`src/rtl/snn_pkg.sv`:
```
// rtl/snn_pkg.sv - shared FSM encoding and default constants for the SNN input path
package snn_pkg;

  typedef enum logic [1:0] {
    ST_IDLE  = 2'd0,
    ST_RUN   = 2'd1,
    ST_DRAIN = 2'd2,
    ST_DONE  = 2'd3
  } rd_state_t;

  localparam int DEF_INPUT_NEURON_NUM = 1023;
  localparam int DEF_ADDR_W           = 10;
  localparam int DEF_DATA_W           = 8;
  localparam int FIFO_DEPTH           = 2;

endpackage

```
`src/rtl/skid_fifo2.sv`:
```
// rtl/skid_fifo2.sv - two-entry output buffer; head register drives the beat directly
module skid_fifo2
  import snn_pkg::*;
#(
  parameter int W = 18
) (
  input  logic         clk,
  input  logic         rst_n,
  input  logic         flush,
  input  logic         push_valid,
  input  logic [W-1:0] push_data,
  input  logic         pop_ready,
  output logic         out_valid,
  output logic [W-1:0] out_data,
  output logic [1:0]   count
);

  logic [W-1:0] head_q, head_d, tail_q, tail_d;
  logic [1:0]   count_q, count_d;
  logic         push, pop;

  assign out_valid = (count_q != 2'd0);
  assign out_data  = head_q;
  assign count     = count_q;
  assign pop       = out_valid && pop_ready;
  assign push      = push_valid && ((count_q != 2'(FIFO_DEPTH)) || pop);

  always_comb begin
    head_d  = head_q;
    tail_d  = tail_q;
    count_d = count_q;
    if (flush) begin
      head_d  = '0;
      tail_d  = '0;
      count_d = 2'd0;
    end else begin
      case ({push, pop})
        2'b11: begin
          // Occupancy unchanged; head only moves when a second entry is waiting.
          if (count_q == 2'd1) begin
            head_d = push_data;
          end else begin
            head_d = tail_q;
            tail_d = push_data;
          end
        end
        2'b01: begin
          head_d  = tail_q;
          count_d = count_q - 2'd1;
        end
        2'b10: begin
          if (count_q == 2'd0) head_d = push_data;
          else                 tail_d = push_data;
          count_d = count_q + 2'd1;
        end
        default: ;
      endcase
    end
  end

  always_ff @(posedge clk or negedge rst_n) begin
    if (!rst_n) begin
      head_q  <= '0;
      tail_q  <= '0;
      count_q <= 2'd0;
    end else begin
      head_q  <= head_d;
      tail_q  <= tail_d;
      count_q <= count_d;
    end
  end

endmodule

```
`src/rtl/input_value_reader.sv`:
```
// rtl/input_value_reader.sv - scans the input-value memory and streams {addr, data} beats
module input_value_reader
  import snn_pkg::*;
#(
  parameter int INPUT_NEURON_NUM = DEF_INPUT_NEURON_NUM,
  parameter int ADDR_W           = DEF_ADDR_W,
  parameter int DATA_W           = DEF_DATA_W
) (
  input  logic              clk,
  input  logic              rst_n,
  input  logic              start,
  input  logic              skip_zero,
  input  logic              mem_wr_en,
  output logic [ADDR_W-1:0] mem_addr_out,
  input  logic [DATA_W-1:0] mem_data_out,
  output logic              out_valid,
  input  logic              out_ready,
  output logic [ADDR_W-1:0] out_addr,
  output logic [DATA_W-1:0] out_data,
  output logic              busy,
  output logic              done
);

  localparam logic [ADDR_W-1:0] LAST_ADDR = ADDR_W'(INPUT_NEURON_NUM - 1);

  rd_state_t                state_q, state_d;
  logic [ADDR_W-1:0]        addr_q, addr_d, rd_addr_q, rd_addr_d;
  logic                     skip_q, skip_d, inflight_q, inflight_d;
  logic                     flush, push, pop, issue;
  logic [1:0]               occ;
  logic [2:0]               load;
  logic [ADDR_W+DATA_W-1:0] fifo_dout;

  assign pop  = out_valid && out_ready;
  assign push = inflight_q && !(skip_q && (mem_data_out == '0));
  // Next-cycle occupancy; a dropped zero never counts, so its credit is free at once.
  assign load  = {1'b0, occ} + {2'b0, push} - {2'b0, pop};
  assign issue = (state_q == ST_RUN) && !mem_wr_en && (load < 3'd2);

  always_comb begin
    state_d    = state_q;
    addr_d     = addr_q;
    rd_addr_d  = rd_addr_q;
    skip_d     = skip_q;
    inflight_d = issue;
    flush      = 1'b0;
    if (issue) rd_addr_d = addr_q;
    case (state_q)
      ST_IDLE: begin
        if (start) begin
          state_d    = ST_RUN;
          addr_d     = '0;
          skip_d     = skip_zero;
          inflight_d = 1'b0;
          flush      = 1'b1;
        end
      end
      ST_RUN: begin
        if (issue) begin
          if (addr_q == LAST_ADDR) state_d = ST_DRAIN;
          else                     addr_d  = addr_q + ADDR_W'(1);
        end
      end
      ST_DRAIN: begin
        if (!inflight_q && (occ == 2'd0)) state_d = ST_DONE;
      end
      ST_DONE:  state_d = ST_IDLE;
      default:  state_d = ST_IDLE;
    endcase
  end

  always_ff @(posedge clk or negedge rst_n) begin
    if (!rst_n) begin
      state_q    <= ST_IDLE;
      addr_q     <= '0;
      rd_addr_q  <= '0;
      skip_q     <= 1'b0;
      inflight_q <= 1'b0;
    end else begin
      state_q    <= state_d;
      addr_q     <= addr_d;
      rd_addr_q  <= rd_addr_d;
      skip_q     <= skip_d;
      inflight_q <= inflight_d;
    end
  end

  skid_fifo2 #(.W(ADDR_W + DATA_W)) u_fifo (
    .clk        (clk),
    .rst_n      (rst_n),
    .flush      (flush),
    .push_valid (push),
    .push_data  ({rd_addr_q, mem_data_out}),
    .pop_ready  (out_ready),
    .out_valid  (out_valid),
    .out_data   (fifo_dout),
    .count      (occ)
  );

  assign out_addr     = fifo_dout[ADDR_W+DATA_W-1:DATA_W];
  assign out_data     = fifo_dout[DATA_W-1:0];
  assign mem_addr_out = addr_q;
  assign busy         = (state_q == ST_RUN) || (state_q == ST_DRAIN);
  assign done         = (state_q == ST_DONE);

endmodule

```
`config.mk`:
```
export PLATFORM = sky130hd
export DESIGN_NAME = input_value_reader
export DESIGN_NICKNAME = d
export VERILOG_FILES = /design/src/rtl/snn_pkg.sv /design/src/rtl/skid_fifo2.sv /design/src/rtl/input_value_reader.sv
export SDC_FILE = /design/constraint.sdc
export NUM_CORES = 1
export LEC_CHECK = 0
export BUFFER_PORTS_ARGS = -buffer_cell sky130_fd_sc_hd__buf_2
export CAP_MARGIN = 20
export CORE_MARGIN = 2
export CORE_UTILIZATION = 40
export CTS_CLUSTER_DIAMETER = 40
export DETAILED_ROUTE_END_ITERATION = 10
export PLACE_DENSITY_LB_ADDON = 0.3
export SLEW_MARGIN = 20
export SYNTH_ARGS = -nofsm -noshare
export SYNTH_HDL_FRONTEND = slang
export SYNTH_SLANG_ARGS = --single-unit
```
`constraint.sdc`:
```
create_clock -name clk -period 7.6 [get_ports clk]
set_input_delay 0.76 -clock clk [delete_from_list [all_inputs] [get_ports clk]]
set_output_delay 0.76 -clock clk [all_outputs]
set_load 0.01 [all_outputs]
```
==> metrics.md <==
| Metric | Value |
|---|---|
| Max VDD drop | 0.1191 mV |
| Die area | 0.008792 mm^2 |
| Sw power | 0.4863 mW |
| Starting Density | 0.4149 |
| Internal power | 0.8448 mW |
| CTS Root Buffer Type | clkbuf_8 |
| Final Total Pwr | 1.331 mW |
| Setup WS pre-CTS | 3.629 ns |
| Die outline height | 93.77 um |
| Endpoints failing setup | 0 |
| Mean routed wirelength per cell | 14.38 um |
| Via Count | 2469 |
| Num ports | 45 |
| CTS-repair resized insts | 0 |
| Mapped Avg Cell Area | 9.948 um^2 |
| Post-synthesis cell type count | 46 |
| Worst reg2reg setup slack | 3.69 ns |
| Crit path capture type | flop |
| Worst-Margin Slew | 0.8170 ns |
| Largest net degree at the start of global routing | 63 |
| Buffers added on ports | 44 |
| Yosys warnings | 0 |
| Final slew viol count | 0 |
| Hold path depth | 2 |
| H-tree Lvls | 3 |
| Total clock buffers created by CTS | 9 |
| Drt drc | 0 |
| Remaining antenna violation count | 0 |
| Core area | 0.007767 mm^2 |
| Hold Violations, Final | 0 |
| EDFF count, synth | 0 |
| Initial DRT Pass Iterations | 4 |
| 1st-iter DRT viols | 114 |
| Die X | 93.77 um |
| # rows | 32 |
| Mapped Area | 0.003223 mm^2 |
| Gate power share | 0.377 |
| Global route overflow | 0 |
| Ys flop type | dfrtp_1 |
| Crit start category | flop |
| Post-synth ARST share | 1.000 |
| Crit Path Class | reg -> reg |
| CTS Buffer Depth | 2 |
| F_max | 0.2555 GHz |
| Fill cells | 766 |
| Share of power burned in registers | 0.381 |
| WP data arrival | 4.17 ns |
| Setup ws final | 3.686 ns |
| Worst skew pair latency | 0.34 ns |
| First-pass GRT wire length | 11700 um |
| RSZ-0062 raised after global routing | false |
| DR vias/cell | 5.198 |
| Setup bufs post-CTS | 0 |
| #FFs+latches synth | 62 |
| Hold path endpoint | skip_q |
| Worst reg2reg path endpoint | mem_addr_out[6] |
| Hold_buf cts | 0 |
| Vias in the first global route | 2453 |
| DP HPWL | 4498 um |
| Area Overhead vs Synth | 16.38% |
| Tmin final | 3.914 ns |
| Worst Hold Slack | 0.4716 ns |
| Period utilization | 0.5149 |
| Area of placed instances | 0.003508 mm^2 |
| Crit path max fanout | 12 |
| Antenna Cells | 0 |
| Worst Min Path Start | skip_q |
| Clock-pin slew on the worst setup and hold paths | 0.07 ns |
| Mapped Cells | 324 |
| Maxcap violations | 0 |
| CTS tree | yes |
| P per Cell Area | 354.9 mW/mm^2 |
| Max transition margin | 0.4540 |
| Worst path required time | 7.86 ns |
| Share of layout cells above drive strength 1 | 0.2520 |
| Leakage Power | 1.737 nW |
| Reg-to-reg startpoint | u_fifo.count[1] |
| Tot GR Track Use | 0.1695 |
| GPL Wtd Cong | 0.8177 |
| Clk network pwr share | 0.242 |
| Sum Neg Setup Slack | 0 ns |
| Clock Sinks | 62 |
| Syn nets | 350 |
| Sequential area share after synthesis | 0.4814 |
| Outcome | completed |
| Hold crit path type | reg -> reg |
| Final nets | 394 |
| Antenna violations before repair | 0 |
| Sw Ratio | 0.3653 |
| Clk_skew | 0.006612 ns |
| Post-route cell area | 0.003751 mm^2 |
| R2R cell count | 12 |
| Routed WL | 6831 um |
[layer usage]
| layer | vias to the layer above | global-route usage | wire, um |
|---|---|---|---|
| met2 | 45 | 0.2649 | 3185 |
| met4 | 0 | 0.07367 | 117 |
| met3 | 8 | 0.03933 | 251 |
| met1 | 1190 | 0.2253 | 3276 |
| met5 | - | 0 | 0 |
| li1 | 1226 | - | - |
[kinds of logic after synthesis]
family / count (synthesis) / share of synthesized area
AND/OR/NAND/NOR: 104 / 0.1522
AO/OA/AOI/OAI: 86 / 0.2019
flip-flops: 62 / 0.4814
buffers and inverters: 43 / 0.06017
multiplexers: 13 / 0.04464
adder cells (fa/ha/maj): 12 / 0.04891
XOR/XNOR: 4 / 0.01087
[power by group through the flow]
stage	sequential, mW	combinational (mW)	clock, mW
final	0.507	0.502	0.322
after global routing	0.525	0.565	0.343
after CTS	0.508	0.498	0.331
after detailed placement	0.515	0.494	0
after global placement	0.510	0.481	0
after floorplan	0.528	0.339	0
[per-stage QoR]
step / util / instances
6_report: 0.4829 / 475
5_1_grt: 0.4829 / 475
4_1_cts: 0.4794 / 474
3_5_place_dp: 0.4517 / 458
2_1_floorplan: - / 324
3_3_place_gp: 0.4517 / 458
[cell type report]
cell class,count,area [um^2],area share
sequential,62,1551,0.4136
multi-input combinational,219,1478,0.3939
timing repair buffer,49,277.8,0.07405
clock buffer,12,145.1,0.03869
tap,102,127.6,0.03402
inverter,27,101.3,0.02702
clock inverter,4,70.07,0.01868
[cells in the final DEF (no fill, tap or decap), types with 2 or more instances in the layout]
cell type   n
buf_2      44
buf_4       4
o31ai_1     2
clkbuf_1    2
nor3b_1     2
xnor2_1     2
nor2_1      8
nand3_1     5
a221oi_2   12
xor2_1      2
ha_1       11
nand2_1    65
inv_1      27
a21oi_1    24
bufinv_16   2
a221oi_1    6
dfrtp_1    62
mux2i_1     2
clkinv_2    2
nand4_1     3
or4_1       3
o21ai_0    30
mux2_2     11
nand2b_1    5
clkbuf_8   10
and3_1      2
or3_1       4
[worst max path at each step]
stage	to	startpoint	depth (start not counted)	slack, ns
finish	mem_addr_out[6]	u_fifo.count[1]	12	3.69
global route	mem_addr_out[8]	u_fifo.count[1]	12	3.36
CTS	mem_addr_out[6]	u_fifo.count[1]	12	3.69
detailed placement	mem_addr_out[6]	mem_data_out[2]	10	3.63
global placement	mem_addr_out[8]	mem_data_out[2]	10	3.70
floorplan	mem_addr_out[8]	mem_data_out[2]	10	4.44
[flip-flops by register name (all words and copies together), names as in the netlist]
signal and flops:
mem_addr_out 10, state_q 2, u_fifo.tail_q 18, skip_q 1, inflight_q 1, u_fifo.out_data 18, u_fifo.count 2, rd_addr_q 10
[cells in the mapped netlist, types with 2 or more instances]
cell type / count / share of area
mux2_2: 11 / 0.038
a221oi_2: 12 / 0.056
o21ai_0: 30 / 0.047
buf_4: 2 / 0.0047
buf_2: 2 / 0.0031
clkbuf_1: 8 / 0.0093
or3_1: 4 / 0.0078
nor2_1: 8 / 0.0093
nand4_1: 3 / 0.0058
dfrtp_1: 62 / 0.48
nor3b_1: 2 / 0.0047
nand2_1: 65 / 0.076
nand2b_1: 5 / 0.0097
or4_1: 3 / 0.0070
ha_1: 11 / 0.043
buf_6: 3 / 0.010
xnor2_1: 2 / 0.0054
a221oi_1: 6 / 0.016
a21oi_1: 24 / 0.037
inv_1: 27 / 0.031
and3_1: 2 / 0.0039
xor2_1: 2 / 0.0054
mux2i_1: 2 / 0.0062
nand3_1: 5 / 0.0078
o31ai_1: 2 / 0.0047
[worst max-delay path: stages (launching register included)]
cell	delay (ns)
dfrtp_1	0.46
inv_1	0.12
ha_1	0.24
nand2b_1	0.23
inv_1	0.20
ha_1	0.27
nand2b_1	0.15
fa_1	0.39
xnor2_1	0.22
and4b_1	0.57
a21boi_1	0.30
or4_1	0.52
a21oi_1	0.16
Power figures use the tool's default switching activity.
